`src/rtl/gpu_raster_pkg.sv`:
```
// Shared definitions for the 2D raster blocks: FSM states, circle octant order,
// internal signed coordinate sizing and the default screen dimensions.
package gpu_raster_pkg;

   typedef enum logic [2:0] {
      ST_IDLE,
      ST_ROW_INIT,
      ST_SPAN,
      ST_OCT,
      ST_STEP,
      ST_FINISH
   } raster_state_e;

   localparam int DEFAULT_SCREEN_W = 256;
   localparam int DEFAULT_SCREEN_H = 256;

   // Entry i sits at bits [3i+2:3i]: bit2 swaps x/y, bit1 negates the x offset, bit0 the y offset.
   localparam logic [23:0] OCT_ORDER = {3'b111, 3'b101, 3'b110, 3'b100,
                                        3'b011, 3'b001, 3'b010, 3'b000};

   // Two guard bits let centre +/- offset go negative or past the screen without wrapping.
   function automatic int coord_iw(input int coord_w);
      return coord_w + 2;
   endfunction

endpackage

```
`src/rtl/raster_pix_out.sv`:
```
// Output register stage: clips a candidate against the screen and holds the
// pixel stable until the sink accepts it.
module raster_pix_out
   import gpu_raster_pkg::*;
#(
   parameter int COORD_W  = 8,
   parameter int COLOR_W  = 24,
   parameter int SCREEN_W = DEFAULT_SCREEN_W,
   parameter int SCREEN_H = DEFAULT_SCREEN_H,
   parameter int CW       = coord_iw(COORD_W)
) (
   input  logic                 clk,
   input  logic                 rst_n,
   input  logic                 flush,
   input  logic                 load,
   input  logic signed [CW-1:0] cand_x,
   input  logic signed [CW-1:0] cand_y,
   input  logic [COLOR_W-1:0]   cand_color,
   input  logic                 pixel_ready,
   output logic                 load_ok,
   output logic                 accept,
   output logic                 pixel_valid,
   output logic [COORD_W-1:0]   px,
   output logic [COORD_W-1:0]   py,
   output logic [COLOR_W-1:0]   pixel_color
);

   logic               valid_q, valid_d;
   logic [COORD_W-1:0] px_q, px_d, py_q, py_d;
   logic [COLOR_W-1:0] color_q, color_d;
   logic               in_screen;

   assign in_screen = !cand_x[CW-1] && (int'(cand_x) < SCREEN_W) &&
                      !cand_y[CW-1] && (int'(cand_y) < SCREEN_H);

   assign load_ok     = !valid_q || pixel_ready;
   assign accept      = valid_q && pixel_ready && !flush;
   assign pixel_valid = valid_q;
   assign px          = px_q;
   assign py          = py_q;
   assign pixel_color = color_q;

   // A clipped candidate still loads, but as an empty slot for one cycle.
   always_comb begin
      valid_d = valid_q;
      px_d    = px_q;
      py_d    = py_q;
      color_d = color_q;
      if (flush) begin
         valid_d = 1'b0;
      end else if (load) begin
         valid_d = in_screen;
         px_d    = cand_x[COORD_W-1:0];
         py_d    = cand_y[COORD_W-1:0];
         color_d = cand_color;
      end else if (pixel_ready) begin
         valid_d = 1'b0;
      end
   end

   always_ff @(posedge clk or negedge rst_n) begin
      if (!rst_n) begin
         valid_q <= 1'b0;
         px_q    <= '0;
         py_q    <= '0;
         color_q <= '0;
      end else begin
         valid_q <= valid_d;
         px_q    <= px_d;
         py_q    <= py_d;
         color_q <= color_d;
      end
   end

endmodule

```
`src/rtl/circle_raster_gen.sv`:
```
// Circle rasteriser: filled scanline spans or midpoint outline, streamed one
// candidate per accepted pixel through the clipping output stage.
module circle_raster_gen
   import gpu_raster_pkg::*;
#(
   parameter int COORD_W  = 8,
   parameter int COLOR_W  = 24,
   parameter int SCREEN_W = DEFAULT_SCREEN_W,
   parameter int SCREEN_H = DEFAULT_SCREEN_H
) (
   input  logic                   clk,
   input  logic                   rst_n,
   input  logic                   start,
   input  logic                   abort,
   input  logic [COORD_W-1:0]     xc,
   input  logic [COORD_W-1:0]     yc,
   input  logic [COORD_W-1:0]     r,
   input  logic                   fill_enable,
   input  logic [COLOR_W-1:0]     color,
   output logic                   busy,
   output logic                   pixel_valid,
   input  logic                   pixel_ready,
   output logic [COORD_W-1:0]     px,
   output logic [COORD_W-1:0]     py,
   output logic [COLOR_W-1:0]     pixel_color,
   output logic                   done,
   output logic [2*COORD_W+1:0]   pixel_count
);

   localparam int CW = coord_iw(COORD_W);
   localparam int EW = 2*COORD_W + 3;
   localparam int NW = 2*COORD_W + 2;

   raster_state_e        state_q, state_d;
   logic signed [CW-1:0] xc_q, xc_d, yc_q, yc_d, r_q, r_d;
   logic signed [CW-1:0] dy_q, dy_d, w_q, w_d, sx_q, sx_d;
   logic signed [CW-1:0] ox_q, ox_d, oy_q, oy_d;
   logic signed [EW-1:0] d_q, d_d;
   logic [2:0]           idx_q, idx_d;
   logic [COLOR_W-1:0]   color_q, color_d;
   logic [NW-1:0]        count_q, count_d;
   logic                 done_q, done_d;

   logic signed [CW-1:0] r_in, cand_x, cand_y, oct_a, oct_b;
   logic signed [EW-1:0] w_e, dy_e, r_e, ox_e, oy_e, dy_sq, r_sq;
   logic [2:0]           code;
   logic                 w_grow, w_shrink, dy_pos;
   logic                 flush, load, load_ok, accept;

   assign r_in     = {2'b00, r};
   assign w_e      = EW'(w_q);
   assign dy_e     = EW'(dy_q);
   assign r_e      = EW'(r_q);
   assign ox_e     = EW'(ox_q);
   assign oy_e     = EW'(oy_q);
   assign dy_sq    = dy_e * dy_e;
   assign r_sq     = r_e * r_e;
   assign w_grow   = ((w_e + EW'(1)) * (w_e + EW'(1))) + dy_sq <= r_sq;
   assign w_shrink = (w_e * w_e) + dy_sq > r_sq;
   assign dy_pos   = !dy_q[CW-1] && (dy_q != '0);

   assign code  = OCT_ORDER[({1'b0, idx_q, 1'b0} + {2'b00, idx_q}) +: 3];
   assign oct_a = code[2] ? oy_q : ox_q;
   assign oct_b = code[2] ? ox_q : oy_q;

   always_ff @(posedge clk or negedge rst_n) begin
      if (!rst_n) begin
         state_q <= ST_IDLE;
         xc_q    <= '0;
         yc_q    <= '0;
         r_q     <= '0;
         dy_q    <= '0;
         w_q     <= '0;
         sx_q    <= '0;
         ox_q    <= '0;
         oy_q    <= '0;
         d_q     <= '0;
         idx_q   <= '0;
         color_q <= '0;
         count_q <= '0;
         done_q  <= 1'b0;
      end else begin
         state_q <= state_d;
         xc_q    <= xc_d;
         yc_q    <= yc_d;
         r_q     <= r_d;
         dy_q    <= dy_d;
         w_q     <= w_d;
         sx_q    <= sx_d;
         ox_q    <= ox_d;
         oy_q    <= oy_d;
         d_q     <= d_d;
         idx_q   <= idx_d;
         color_q <= color_d;
         count_q <= count_d;
         done_q  <= done_d;
      end
   end

   always_comb begin
      state_d = state_q;
      xc_d    = xc_q;
      yc_d    = yc_q;
      r_d     = r_q;
      dy_d    = dy_q;
      w_d     = w_q;
      sx_d    = sx_q;
      ox_d    = ox_q;
      oy_d    = oy_q;
      d_d     = d_q;
      idx_d   = idx_q;
      color_d = color_q;
      count_d = accept ? count_q + NW'(1) : count_q;
      done_d  = 1'b0;
      case (state_q)
         ST_IDLE: begin
            if (start) begin
               xc_d    = {2'b00, xc};
               yc_d    = {2'b00, yc};
               r_d     = r_in;
               color_d = color;
               count_d = '0;
               idx_d   = '0;
               if (fill_enable) begin
                  dy_d    = -r_in;
                  w_d     = '0;
                  state_d = ST_ROW_INIT;
               end else begin
                  ox_d    = '0;
                  oy_d    = r_in;
                  d_d     = EW'(1) - EW'(r_in);
                  state_d = ST_OCT;
               end
            end
         end
         // Half-width moves one step per cycle; rows only ever widen then narrow.
         ST_ROW_INIT: begin
            if (!dy_pos && w_grow) begin
               w_d = w_q + CW'(1);
            end else if (dy_pos && w_shrink) begin
               w_d = w_q - CW'(1);
            end else begin
               sx_d    = -w_q;
               state_d = ST_SPAN;
            end
         end
         ST_SPAN: begin
            if (load) begin
               if (sx_q == w_q) begin
                  if (dy_q == r_q) begin
                     state_d = ST_FINISH;
                  end else begin
                     dy_d    = dy_q + CW'(1);
                     state_d = ST_ROW_INIT;
                  end
               end else begin
                  sx_d = sx_q + CW'(1);
               end
            end
         end
         ST_OCT: begin
            if (load) begin
               if (r_q == '0) begin
                  state_d = ST_FINISH;
               end else if (idx_q == 3'd7) begin
                  idx_d   = '0;
                  state_d = ST_STEP;
               end else begin
                  idx_d = idx_q + 3'd1;
               end
            end
         end
         ST_STEP: begin
            if (d_q[EW-1]) begin
               d_d = d_q + ox_e + ox_e + EW'(3);
            end else begin
               d_d  = d_q + ox_e + ox_e - oy_e - oy_e + EW'(5);
               oy_d = oy_q - CW'(1);
            end
            ox_d    = ox_q + CW'(1);
            state_d = (ox_d <= oy_d) ? ST_OCT : ST_FINISH;
         end
         ST_FINISH: begin
            if (!pixel_valid || accept) begin
               done_d  = 1'b1;
               state_d = ST_IDLE;
            end
         end
         default: state_d = ST_IDLE;
      endcase
      if (flush) begin
         state_d = ST_IDLE;
         done_d  = 1'b0;
      end
   end

   always_comb begin
      cand_x = '0;
      cand_y = '0;
      case (state_q)
         ST_SPAN: begin
            cand_x = xc_q + sx_q;
            cand_y = yc_q + dy_q;
         end
         ST_OCT: begin
            cand_x = xc_q + (code[1] ? -oct_a : oct_a);
            cand_y = yc_q + (code[0] ? -oct_b : oct_b);
         end
         default: begin
            cand_x = '0;
            cand_y = '0;
         end
      endcase
   end

   assign flush       = abort && (state_q != ST_IDLE);
   assign load        = load_ok && !flush && ((state_q == ST_SPAN) || (state_q == ST_OCT));
   assign busy        = (state_q != ST_IDLE);
   assign done        = done_q;
   assign pixel_count = count_q;

   raster_pix_out #(
      .COORD_W  (COORD_W),
      .COLOR_W  (COLOR_W),
      .SCREEN_W (SCREEN_W),
      .SCREEN_H (SCREEN_H),
      .CW       (CW)
   ) u_pix_out (
      .clk         (clk),
      .rst_n       (rst_n),
      .flush       (flush),
      .load        (load),
      .cand_x      (cand_x),
      .cand_y      (cand_y),
      .cand_color  (color_q),
      .pixel_ready (pixel_ready),
      .load_ok     (load_ok),
      .accept      (accept),
      .pixel_valid (pixel_valid),
      .px          (px),
      .py          (py),
      .pixel_color (pixel_color)
   );

endmodule
```
`config.mk`:
```
export PLATFORM = sky130hd
export DESIGN_NAME = circle_raster_gen
export DESIGN_NICKNAME = d
export VERILOG_FILES = /design/src/rtl/gpu_raster_pkg.sv /design/src/rtl/raster_pix_out.sv /design/src/rtl/circle_raster_gen.sv
export SDC_FILE = /design/constraint.sdc
export NUM_CORES = 2
export LEC_CHECK = 0
export ABC_AREA = 1
export BUFFER_PORTS_ARGS = -buffer_cell sky130_fd_sc_hd__clkbuf_2
export CAP_MARGIN = 20
export CORE_MARGIN = 1.5
export CORE_UTILIZATION = 35
export CTS_CLUSTER_SIZE = 25
export DETAILED_ROUTE_END_ITERATION = 6
export MAX_ROUTING_LAYER = met4
export PLACE_DENSITY = 0.56
export SLEW_MARGIN = 20
export SYNTH_ARGS = -nofsm -noshare
export SYNTH_HDL_FRONTEND = slang
export SYNTH_SLANG_ARGS = --single-unit
```
`constraint.sdc`:
```
create_clock -name clk -period 27.6 [get_ports clk]
set_input_delay 2.76 -clock clk [delete_from_list [all_inputs] [get_ports clk]]
set_output_delay 2.76 -clock clk [all_outputs]
set_load 0.02 [all_outputs]
```
==> metrics <==
Tot GR Track Use 20.0%; initial core utilization 35.4%; vias in the first global route 24,331; number of vias in the routed layout 23,972; drt first-iter violations 1,579; R2R cell count 54; mapped cell area 0.0286 mm2; CP max stage cell dfrtp_1; synthesized area per cell 7.43 um2; synth unique cells 68; EDFF count, synth 0; max cap viols 0; global-route wire length before repair 129,000 um; top cell type's share of synthesized area 21.2%; syn_nets 4,520; CP Launch Type flop; Final min period 11.69 ns; Hold Path Class flop to flop; Core ar. 0.0807 mm2; Die Area 0.0833 mm2; CTS tree done; Synth area leader fa_1; final worst path period share 42.3%; final setup TNS 0 ns; Total Wirelength 77,900 um; # hold bufs at CTS 0; largest cells by area after synthesis fa_1, dfrtp_1, ha_1; RSZ-0062 raised after global routing false; largest net degree at the start of global routing 76; postcts setup bufs 0; Crit path largest cell delay 0.76 ns; top_reg_cell synth dfrtp_1; Worst-Margin Slew 0.988 ns; Die H 289 um; layout cell share with drive strength beyond 1 6.50%; R2R Path Start dy_q[3]; CTS H-Tree Depth 4; fin cells 4,985; worst skew pair latency 0.47 ns; CP Capture Type flop; r2r setup slk 15.91 ns; Critical Path Fanout Max 17; DRC violations left 0; max-slew violations 0; Commonest cells post-synth nand2_1, inv_1, ha_1; #FFs+latches synth 183; IO buf count 114; Seq/Total Area, Yosys 16.0%; placed insts 4,950; Wirelength per Cell 15.6 um; nets 4,585; final core occ 38.3%; Worst-path clk slew 0.08 ns; Clock Sinks 183; P&R area growth vs syn 8.15%; initial antenna violation count 2; PostCTS Resize Cnt 0; Synth Instances 3,844; number of CTS-inserted buffers 17; gr ovfl total 0; Post-synth ARST share 100%; 1st-pass router iterations 5; vias per cell 4.81; ANT nets after route 0; Worst Hold Path EP color_q[4]; Max clock buf depth 2; clock skew 0.0153 ns; fmax 85.6 MHz; Final Wtd Congestion 0.902; Row Count 104; Worst Path Required 28.01 ns; cell mode on critical path nand2_1; DP HPWL 64,600 um; Root Buffer clkbuf_16; Setup CP Type flop to flop; Final Hold Fails 0; WHS 0.476 ns; worst hold path startpoint color_q[4]; status finished clean; IO Count 115; relative slew slack 34.0%; Arrival @ worst endpoint 12.10 ns; hold path cells 2; YS warnings 0; most frequent cell after synthesis nand2_1; final setup vio count 0; Crit Reg-Reg Endpoint w_q[9]; width of the die 289 um
==> how the worst max path moves through the flow <==
| stage | from | end | slack [ns] | depth (start not counted) |
|---|---|---|---|---|
| 6_report | dy_q[3] | w_q[9] | 15.91 | 54 |
| 5_1_grt | dy_q[3] | w_q[8] | 15.05 | 52 |
| 4_1_cts | dy_q[3] | w_q[9] | 15.91 | 54 |
| 3_5_place_dp | dy_q[3] | w_q[9] | 15.92 | 54 |
| 3_3_place_gp | dy_q[3] | w_q[9] | 16.06 | 52 |
| 2_1_floorplan | dy_q[2] | w_q[9] | 16.84 | 57 |
==> critical path, delay by kind of cell (launching register included) <==
kind	cells	cell delay, ns
adders and majority gates	14	5.81
and+or+nand+nor	17	1.87
AOI/OAI and AO/OA	11	1.83
xor gates and xnor gates	5	0.90
DFF	1	0.76
buffers and inverters	7	0.43
==> stage by stage <==
step	cell area, um2	worst slack, ns
floorplan	28600	16.84
global route	30900	15.05
CTS	30900	15.91
detailed placement	30200	15.92
finish	30900	15.91
global placement	30200	16.06
==> layer usage <==
layer | routed length (um) | up-vias | global-route usage (%)
met1 | 36900 | 11359 | 26.9
met5 | 0 | - | -
met3 | 4420 | 96 | 3.29
met2 | 34800 | 530 | 31.3
li1 | - | 11987 | -
met4 | 1830 | 0 | 5.04
==> area by class of cell <==
cell class	instances	area, um2
Fill cell	8601	49800
Timing Repair Buffer	135	737
Inverter	848	3180
Clock inverter	15	228
Antenna cell	3	7.51
Clock buffer	17	425
Tap cell	1060	1330
Multi-Input combinational cell	2724	20400
Sequential cell	183	4580
==> cells in the final DEF, fill, tap and decap left out, drive strengths merged, types with 2 or more instances in the layout <==
cell / count
a211oi: 4
a21o: 14
a21oi: 170
a221oi: 2
a22oi: 2
a31oi: 16
a32oi: 3
a41oi: 2
and2: 5
and3: 2
buf: 21
bufinv: 2
clkbuf: 131
clkinv: 13
dfrtp: 183
diode: 3
fa: 303
ha: 319
inv: 848
nand2: 949
nand3: 157
nand3b: 16
nand4: 32
nor2: 273
nor3: 38
nor4: 6
o2111ai: 2
o211ai: 12
o21a: 6
o21ai: 170
o21bai: 8
o221ai: 8
o22ai: 19
o311ai: 2
o31ai: 5
o32ai: 2
or2: 11
xnor2: 42
xor2: 116
==> logic make-up after synthesis <==
logic type	count (synthesis)	synth area share [%]
AO/OA/AOI/OAI	453	8.99
multiplexers	1	0.0351
adder cells (fa/ha/maj)	622	35.2
XOR/XNOR	158	5.08
flip-flops	183	16.0
buffers and inverters	937	12.6
AND/OR/NAND/NOR	1490	22.0
==> state kept, by name, indices dropped and copies added, names as in the netlist, 3 cells and up <==
register / flops
color_q: 24
u_pix_out.pixel_color: 24
d_q: 19
pixel_count: 18
dy_q: 10
ox_q: 10
oy_q: 10
sx_q: 10
w_q: 10
r_q: 8
u_pix_out.px: 8
u_pix_out.py: 8
xc_q: 8
yc_q: 8
idx_q: 3
state_q: 3
Power is not shown: default switching activity piles up to over one toggle a cycle in this logic, so the estimate is an artifact.
